[src/rtl/axi_dma_copy128_pkg.sv]
// Shared types and constants for the 128-bit AXI memory-to-memory copier.
// FSM encodings, AXI field widths/codes and the burst sizing helper.
package axi_dma_copy128_pkg;

    localparam int ALEN_W   = 8;
    localparam int ASIZE_W  = 3;
    localparam int ABURST_W = 2;
    localparam int RESP_W   = 2;

    localparam logic [ASIZE_W-1:0]  SIZE_16B   = 3'd4;
    localparam logic [ABURST_W-1:0] BURST_INCR = 2'd1;
    localparam logic [RESP_W-1:0]   RESP_OKAY  = 2'd0;

    localparam int PAGE_BYTES = 4096;

    typedef enum logic [1:0] {
        S_IDLE,
        S_RUN,
        S_FINISH
    } top_state_t;

    typedef enum logic [1:0] {
        R_IDLE,
        R_ADDR,
        R_DATA
    } rd_state_t;

    typedef enum logic [1:0] {
        W_IDLE,
        W_ADDR,
        W_DATA,
        W_RESP
    } wr_state_t;

    // Beats in the next burst: capped by what is left, the burst limit
    // and the distance to the next 4 KB page.
    function automatic logic [8:0] burst_beats(
        input logic [31:0] remain,
        input logic [11:0] off,
        input logic [31:0] max_b
    );
        logic [31:0] to_page;
        logic [31:0] b;
        to_page = (32'(PAGE_BYTES) - {20'd0, off}) >> 4;
        b = remain;
        if (max_b < b) b = max_b;
        if (to_page < b) b = to_page;
        return b[8:0];
    endfunction

endpackage

[src/rtl/axi_dma_copy128_fifo.sv]
// Staging FIFO between the read and write sides of the copier.
// Show-ahead read port; count is one bit wider than the pointers.
module axi_dma_copy128_fifo
    import axi_dma_copy128_pkg::*;
#(
    parameter int DEPTH = 32,
    parameter int BW    = 128
) (
    input  logic                   clk,
    input  logic                   rst,
    input  logic                   i_push,
    input  logic [BW-1:0]          i_data,
    input  logic                   i_pop,
    output logic [BW-1:0]          o_data,
    output logic [$clog2(DEPTH):0] o_count
);

    localparam int AW = $clog2(DEPTH);
    localparam int CW = AW + 1;

    logic [BW-1:0] r_mem [DEPTH];
    logic [AW-1:0] r_wr_ptr;
    logic [AW-1:0] r_rd_ptr;
    logic [CW-1:0] r_count;
    logic          w_push;
    logic          w_pop;

    assign w_push  = i_push && (r_count != CW'(DEPTH));
    assign w_pop   = i_pop && (r_count != '0);
    assign o_data  = r_mem[r_rd_ptr];
    assign o_count = r_count;

    function automatic logic [AW-1:0] nxt(input logic [AW-1:0] p);
        return (p == AW'(DEPTH - 1)) ? '0 : p + AW'(1);
    endfunction

    // Data storage; contents are don't-care until written
    always_ff @(posedge clk) begin
        if (w_push) r_mem[r_wr_ptr] <= i_data;
    end

    // Pointers and occupancy; simultaneous push and pop keep the count
    always_ff @(posedge clk or posedge rst) begin
        if (rst) begin
            r_wr_ptr <= '0;
            r_rd_ptr <= '0;
            r_count  <= '0;
        end else begin
            if (w_push) r_wr_ptr <= nxt(r_wr_ptr);
            if (w_pop) r_rd_ptr <= nxt(r_rd_ptr);
            if (w_push && !w_pop) r_count <= r_count + CW'(1);
            else if (!w_push && w_pop) r_count <= r_count - CW'(1);
        end
    end

endmodule

[src/rtl/axi_dma_copy128.sv]
// AXI4 memory-to-memory copier, 16-byte beats, 4 KB-safe INCR bursts.
// Read and write sides run concurrently through a staging FIFO.
module axi_dma_copy128
    import axi_dma_copy128_pkg::*;
#(
    parameter int BW_ADDR     = 32,
    parameter int BW_AXI_DATA = 128,
    parameter int BW_AXI_TID  = 4,
    parameter int AXI_ID      = 0,
    parameter int MAX_BURST   = 16,
    parameter int FIFO_DEPTH  = 32,
    parameter int BW_NUM_BEAT = 16
) (
    input  logic                     clk,
    input  logic                     rst,
    input  logic                     cmd_valid,
    output logic                     cmd_ready,
    input  logic [BW_ADDR-1:0]       cmd_src,
    input  logic [BW_ADDR-1:0]       cmd_dst,
    input  logic [BW_NUM_BEAT-1:0]   cmd_num_beat,
    output logic                     busy,
    output logic                     done,
    output logic                     error,
    output logic [BW_AXI_TID-1:0]    txarid,
    output logic [BW_ADDR-1:0]       txaraddr,
    output logic [ALEN_W-1:0]        txarlen,
    output logic [ASIZE_W-1:0]       txarsize,
    output logic [ABURST_W-1:0]      txarburst,
    output logic                     txarvalid,
    input  logic                     txarready,
    input  logic [BW_AXI_TID-1:0]    txrid,
    input  logic [BW_AXI_DATA-1:0]   txrdata,
    input  logic [RESP_W-1:0]        txrresp,
    input  logic                     txrlast,
    input  logic                     txrvalid,
    output logic                     txrready,
    output logic [BW_AXI_TID-1:0]    txawid,
    output logic [BW_ADDR-1:0]       txawaddr,
    output logic [ALEN_W-1:0]        txawlen,
    output logic [ASIZE_W-1:0]       txawsize,
    output logic [ABURST_W-1:0]      txawburst,
    output logic                     txawvalid,
    input  logic                     txawready,
    output logic [BW_AXI_TID-1:0]    txwid,
    output logic [BW_AXI_DATA-1:0]   txwdata,
    output logic [BW_AXI_DATA/8-1:0] txwstrb,
    output logic                     txwlast,
    output logic                     txwvalid,
    input  logic                     txwready,
    input  logic [BW_AXI_TID-1:0]    txbid,
    input  logic [RESP_W-1:0]        txbresp,
    input  logic                     txbvalid,
    output logic                     txbready
);

    localparam int CW = $clog2(FIFO_DEPTH) + 1;

    top_state_t r_state, w_state_nx;
    rd_state_t  r_rstate, w_rstate_nx;
    wr_state_t  r_wstate, w_wstate_nx;

    logic [BW_ADDR-1:0]     r_rd_addr, r_wr_addr;
    logic [BW_ADDR-1:0]     r_araddr, r_awaddr;
    logic [BW_NUM_BEAT-1:0] r_rd_left, r_wr_left;
    logic [ALEN_W-1:0]      r_arlen, r_awlen, r_wcnt;
    logic                   r_error;

    logic [CW-1:0]          w_count, w_free;
    logic [8:0]             w_rd_beats, w_wr_beats;
    logic [BW_AXI_DATA-1:0] w_fifo_data;
    logic w_accept, w_misalign, w_zero;
    logic w_ar_hs, w_aw_hs, w_push, w_pop, w_b_hs, w_last_b;
    logic w_unused;

    assign w_unused   = ^{txrid, txbid};
    assign w_misalign = (cmd_src[3:0] != 4'd0) || (cmd_dst[3:0] != 4'd0);
    assign w_zero     = (cmd_num_beat == '0);
    assign w_accept   = cmd_valid && cmd_ready;
    assign w_ar_hs    = txarvalid && txarready;
    assign w_aw_hs    = txawvalid && txawready;
    assign w_push     = txrvalid && txrready;
    assign w_pop      = txwvalid && txwready;
    assign w_b_hs     = txbvalid && txbready;
    assign w_last_b   = w_b_hs && (r_wr_left == '0);
    assign w_free     = CW'(FIFO_DEPTH) - w_count;

    assign w_rd_beats = burst_beats(32'(r_rd_left), r_rd_addr[11:0],
                                    32'(MAX_BURST));
    assign w_wr_beats = burst_beats(32'(r_wr_left), r_wr_addr[11:0],
                                    32'(MAX_BURST));

    assign cmd_ready = (r_state == S_IDLE) && !rst;
    assign busy      = (r_state != S_IDLE);
    assign done      = (r_state == S_FINISH);
    assign error     = r_error;

    assign txarid    = BW_AXI_TID'(AXI_ID);
    assign txaraddr  = r_araddr;
    assign txarlen   = r_arlen;
    assign txarsize  = SIZE_16B;
    assign txarburst = BURST_INCR;
    assign txarvalid = (r_rstate == R_ADDR);
    assign txrready  = (r_rstate == R_DATA);

    assign txawid    = BW_AXI_TID'(AXI_ID);
    assign txawaddr  = r_awaddr;
    assign txawlen   = r_awlen;
    assign txawsize  = SIZE_16B;
    assign txawburst = BURST_INCR;
    assign txawvalid = (r_wstate == W_ADDR);

    assign txwid    = BW_AXI_TID'(AXI_ID);
    assign txwvalid = (r_wstate == W_DATA);
    assign txwdata  = txwvalid ? w_fifo_data : '0;
    assign txwstrb  = '1;
    assign txwlast  = txwvalid && (r_wcnt == r_awlen);
    assign txbready = (r_wstate == W_RESP);

    axi_dma_copy128_fifo #(
        .DEPTH (FIFO_DEPTH),
        .BW    (BW_AXI_DATA)
    ) u_fifo (
        .clk     (clk),
        .rst     (rst),
        .i_push  (w_push),
        .i_data  (txrdata),
        .i_pop   (w_pop),
        .o_data  (w_fifo_data),
        .o_count (w_count)
    );

    // State registers of the command, read and write machines
    always_ff @(posedge clk or posedge rst) begin
        if (rst) begin
            r_state  <= S_IDLE;
            r_rstate <= R_IDLE;
            r_wstate <= W_IDLE;
        end else begin
            r_state  <= w_state_nx;
            r_rstate <= w_rstate_nx;
            r_wstate <= w_wstate_nx;
        end
    end

    // Command sequencing: bad or empty commands finish without traffic
    always_comb begin
        w_state_nx = r_state;
        case (r_state)
            S_IDLE:
                if (w_accept)
                    w_state_nx = (w_misalign || w_zero) ? S_FINISH : S_RUN;
            S_RUN:    if (w_last_b) w_state_nx = S_FINISH;
            S_FINISH: w_state_nx = S_IDLE;
            default:  w_state_nx = S_IDLE;
        endcase
    end

    // Read side: request a burst only once the FIFO can hold all of it
    always_comb begin
        w_rstate_nx = r_rstate;
        case (r_rstate)
            R_IDLE:
                if (r_state == S_RUN && r_rd_left != '0 &&
                    32'(w_free) >= 32'(w_rd_beats))
                    w_rstate_nx = R_ADDR;
            R_ADDR:  if (txarready) w_rstate_nx = R_DATA;
            R_DATA:  if (txrvalid && txrlast) w_rstate_nx = R_IDLE;
            default: w_rstate_nx = R_IDLE;
        endcase
    end

    // Write side: request a burst only once the FIFO holds all its data
    always_comb begin
        w_wstate_nx = r_wstate;
        case (r_wstate)
            W_IDLE:
                if (r_state == S_RUN && r_wr_left != '0 &&
                    32'(w_count) >= 32'(w_wr_beats))
                    w_wstate_nx = W_ADDR;
            W_ADDR:  if (txawready) w_wstate_nx = W_DATA;
            W_DATA:  if (w_pop && txwlast) w_wstate_nx = W_RESP;
            W_RESP:  if (txbvalid) w_wstate_nx = W_IDLE;
            default: w_wstate_nx = W_IDLE;
        endcase
    end

    // Read address/length bookkeeping
    always_ff @(posedge clk or posedge rst) begin
        if (rst) begin
            r_rd_addr <= '0;
            r_rd_left <= '0;
            r_araddr  <= '0;
            r_arlen   <= '0;
        end else begin
            if (w_accept) begin
                r_rd_addr <= cmd_src;
                r_rd_left <= w_misalign ? '0 : cmd_num_beat;
            end
            if (r_rstate == R_IDLE && w_rstate_nx == R_ADDR) begin
                r_araddr <= r_rd_addr;
                r_arlen  <= ALEN_W'(w_rd_beats - 9'd1);
            end
            if (w_ar_hs) begin
                r_rd_addr <= r_rd_addr + BW_ADDR'({r_arlen, 4'd0})
                           + BW_ADDR'(16);
                r_rd_left <= r_rd_left - BW_NUM_BEAT'(r_arlen)
                           - BW_NUM_BEAT'(1);
            end
        end
    end

    // Write address/length bookkeeping and in-burst beat counter
    always_ff @(posedge clk or posedge rst) begin
        if (rst) begin
            r_wr_addr <= '0;
            r_wr_left <= '0;
            r_awaddr  <= '0;
            r_awlen   <= '0;
            r_wcnt    <= '0;
        end else begin
            if (w_accept) begin
                r_wr_addr <= cmd_dst;
                r_wr_left <= w_misalign ? '0 : cmd_num_beat;
            end
            if (r_wstate == W_IDLE && w_wstate_nx == W_ADDR) begin
                r_awaddr <= r_wr_addr;
                r_awlen  <= ALEN_W'(w_wr_beats - 9'd1);
            end
            if (w_aw_hs) begin
                r_wr_addr <= r_wr_addr + BW_ADDR'({r_awlen, 4'd0})
                           + BW_ADDR'(16);
                r_wr_left <= r_wr_left - BW_NUM_BEAT'(r_awlen)
                           - BW_NUM_BEAT'(1);
                r_wcnt    <= '0;
            end
            if (w_pop) r_wcnt <= r_wcnt + ALEN_W'(1);
        end
    end

    // Sticky error: cleared by a new command, set by bad responses
    always_ff @(posedge clk or posedge rst) begin
        if (rst) begin
            r_error <= 1'b0;
        end else begin
            if (w_accept) r_error <= w_misalign;
            if (w_push && txrresp != RESP_OKAY) r_error <= 1'b1;
            if (w_b_hs && txbresp != RESP_OKAY) r_error <= 1'b1;
        end
    end

endmodule

[config.mk]
export PLATFORM = sky130hd
export DESIGN_NAME = axi_dma_copy128
export DESIGN_NICKNAME = d
export VERILOG_FILES = /design/src/rtl/axi_dma_copy128_pkg.sv /design/src/rtl/axi_dma_copy128_fifo.sv /design/src/rtl/axi_dma_copy128.sv
export SDC_FILE = /design/constraint.sdc
export NUM_CORES = 2
export LEC_CHECK = 0
export CAP_MARGIN = 5
export CORE_ASPECT_RATIO = 0.5
export CORE_UTILIZATION = 25
export CTS_CLUSTER_SIZE = 10
export DETAILED_ROUTE_END_ITERATION = 12
export SLEW_MARGIN = 20
export SYNTH_ARGS = -nofsm -noshare
export SYNTH_HDL_FRONTEND = slang
export SYNTH_SLANG_ARGS = --single-unit
[constraint.sdc]
create_clock -name clk -period 8.6 [get_ports clk]
set_input_delay 1.72 -clock clk [delete_from_list [all_inputs] [get_ports clk]]
set_output_delay 1.72 -clock clk [all_outputs]
set_load 0.005 [all_outputs]
==> flow_summary_export.csv <==
group,metric,value,unit
outcome,outcome,"completed",
timing,timing.final.crit_period,7.01,ns
timing,setup_viol,0,
floorplan,io_pins,485,
timing,fin_skew,0.140,ns
finish,nNetsFinal,8398,
timing,tightest_slew,1.15,ns
cts,worst_skew_pair.late_latency,1.04,ns
timing,final_max_slew_viol_count,0,
route,postRouteAntennaNets,0,
worst_setup_path,end_kind,"output pin",
timing,finalCritPeriodShare,0.815,
yosys,synth_cells,7365,
worst_setup_path,crit_path_top_delay_cell,"dfrtp_4",
yosys,synth_cell_types,76,
job,max_cap_viol_count,0,
route,firstDrtPassIters,5,
finish,nFillCells,64100,
floorplan,fp.dieH,581,microns
finish,area_growth,17.5,%
route,totalWireLength,447000,microns
worst_setup_path,crit_family,"buffers and inverters",
worst_setup_path,worst_ep_required_time,6.88,ns
yosys,syn_area_per_cell,22.8,sq um
yosys,synth_ff_type,"edfxtp_1",
finish,fin_util,0.295,
floorplan,coreArea,668000,sq um
worst_setup_path,path_depth,7,
global_route,grt_pass1_vias,83100,
cts,cts.repair.resized,0,
timing,fmaxAchievable,143,MHz
route,num_vias,80200,
global_route,grt_max_degree,132,
worst_setup_path,worstReg2RegEnd,"txaraddr[14]",
timing,holdWs,0.482,ns
floorplan,initial_core_util,0.251,
cts,clockRootBuffer,"clkbuf_16",
worst_setup_path,worstReg2RegStart,"r_rd_addr[2]",
yosys,synthTopCellsByCount,"edfxtp_1 (4096), mux4_2 (1280), nor2_1 (284), clkbuf_1 (275), dfrtp_1 (207)",
min_path,whs_path_depth,1,
worst_setup_path,r2r_cells,19,
worst_setup_path,start_kind,"flop",
yosys,netlist_area,168000,sq um
worst_setup_path,crit_chain,"buf_4, buf_4, mux4_2, mux4_2, mux2i_1, nor2_1, clkdlybuf4s50_1",
global_route,overflow,0,
worst_setup_path,crit_path_max_fanout,49,
yosys,synth_edf_count,4096,
worst_setup_path,critPathMaxStageDelay,1.08,ns
finish,drive_gt1_frac,0.255,
worst_setup_path,r2r_slack,1.80,ns
route,dr.first_iter.drc_count,8406,
route,wl_per_cell,26.2,microns
cts,cts_tree,"built",
worst_setup_path,startpoint,"u_fifo.r_rd_ptr[1]",
route,routed_via_density,4.70,
yosys,synth_top_area_cell,"edfxtp_1",
worst_setup_path,path_class,"reg2out",
yosys,synth.top_cells.by_area,"edfxtp_1 (73%), mux4_2 (17%), dfrtp_1 (3.1%)",
min_path,hold_path.class,"reg2reg",
floorplan,rows,212,
timing,tns,0,ns
floorplan,dieArea,675000,sq um
cts,htree_levels,5,
yosys,ys_seq_elements,4303,
placement,hpwl,226000,microns
worst_setup_path,crit_end,"txwdata[96]",
cts,cts_setup_buffers,0,
worst_setup_path,worstPathArrival,5.29,ns
timing,grt_setup_unrepaired,"no",
cts,cts_made_buffers,474,
floorplan,die_x,1160,microns
yosys,yosysMostFrequentCell,"edfxtp_1",
yosys,yosysWarnings,0,
pwr,peakVddDrop,0.000274,V
global_route,antenna_found_initial,83,
pwr,power_per_cell_area,294,nW/um^2
yosys,synthArstFlopShare,0.0481,
placement,io_buffers,438,
pwr,p_leak,61.3,nW
cts,cts_num_sinks,4303,
yosys,ys_seq_area_frac,0.764,
cts,cts_buffer_depth,4,
placement,gp_congestion,0.767,
worst_setup_path,critPathBufInv,3,
cts,cts.hold.buffers_added,0,
yosys,synth_top_area_frac,0.733,
cts,clk_pin_slew,0.06,ns
timing,final_hold_viol_count,0,
route,drc,0,
global_route,grt_pass1_wl,627000,microns
global_route,grt_use_total,0.128,
timing,max_slew_margin,0.230,
## stage by stage
stage	power [mW]	worst slack [ns]	instance area, sq um	instances
2_1_floorplan	34.7	0.117	168000	7409
3_3_place_gp	40.9	1.78	184000	16500
3_5_place_dp	41.0	1.74	184000	16500
4_1_cts	58.7	1.53	197000	17000
5_1_grt	60.1	1.36	197000	17000
6_report	57.9	1.59	197000	17100
## cell families (layout without fill, tap and decap cells)
group           Yosys count  count (layout)  share of synthesized area
flops                  4303            4303                      0.764
simple gates            624             624                     0.0165
buf+inv                 463            1197                     0.0114
xor+xnor                 63              63                    0.00329
mux                    1481            1481                      0.184
compound gates          332             332                     0.0133
fa+ha+maj                97              97                    0.00745
other cells               2              75                  0.0000447
## per-layer routing
| layer | GRT usage | wire, microns | share of wire |
|---|---|---|---|
| met5 | 0 | 27 | 0.000060 |
| met1 | 0.160 | 177000 | 0.40 |
| met3 | 0.0160 | 23200 | 0.052 |
| met4 | 0.0448 | 16100 | 0.036 |
| met2 | 0.226 | 231000 | 0.52 |
## report_power, final
group	leakage (nW)	switching, mW	internal (mW)	total [mW]
clock	6.24	7.77	9.95	17.7
combinational	15.6	7.87	8.46	16.3
sequential	39.4	0.618	23.3	23.9
## registers in the layout (all words and copies together), names as in the netlist, 5 cells and up
signal / cells
u_fifo.r_mem: 4096
r_wr_addr: 32
u_fifo.o_count: 6
r_wcnt: 8
u_fifo.r_rd_ptr: 5
r_rd_addr: 32
u_fifo.r_wr_ptr: 5
txawlen: 8
r_wr_left: 16
r_rd_left: 16
txawaddr: 32
txarlen: 8
txaraddr: 32
## layout make-up
type | instances | area [sq um] | share of cell area
Antenna cell | 29 | 72.6 | 0.000368
Tap cell | 8881 | 11100 | 0.0564
Inverter | 53 | 206 | 0.00105
Sequential cell | 4303 | 128000 | 0.650
Timing Repair Buffer | 597 | 6540 | 0.0332
Clock inverter | 33 | 667 | 0.00338
Clock buffer | 514 | 12100 | 0.0616
Multi-Input combinational cell | 2643 | 38200 | 0.194
## worst min path at each step
stage | startpoint | to | slack [ns]
after floorplan | r_wr_left[14] | r_wr_left[14] | 0.45
after global placement | r_wr_left[14] | r_wr_left[14] | 0.47
after detailed placement | txawaddr[21] | txawaddr[21] | 0.47
after CTS | txawaddr[21] | txawaddr[21] | 0.49
after global routing | txawaddr[21] | txawaddr[21] | 0.50
final | txawaddr[21] | txawaddr[21] | 0.48
## cells in the final DEF, fill, tap and decap left out, drive strengths merged, types with 12 or more instances in the layout
cell           count
edfxtp          4096
mux4            1280
clkbuf           514
clkdlybuf4s50    427
nor2             284
dfrtp            207
buf              170
nand2            164
mux2i            133
ha                92
a21oi             79
mux2              68
o21ai             63
inv               58
conb              46
nand3             37
xnor2             36
nor3              30
diode             29
xor2              27
a31oi             25
clkinv            25
a211oi            23
a21o              19
and2              16
a221oi            16
and3              14
o211ai            14
nor4              14
o311ai            13
a311oi            12
or3               12
(Power assumes the default switching activity.)
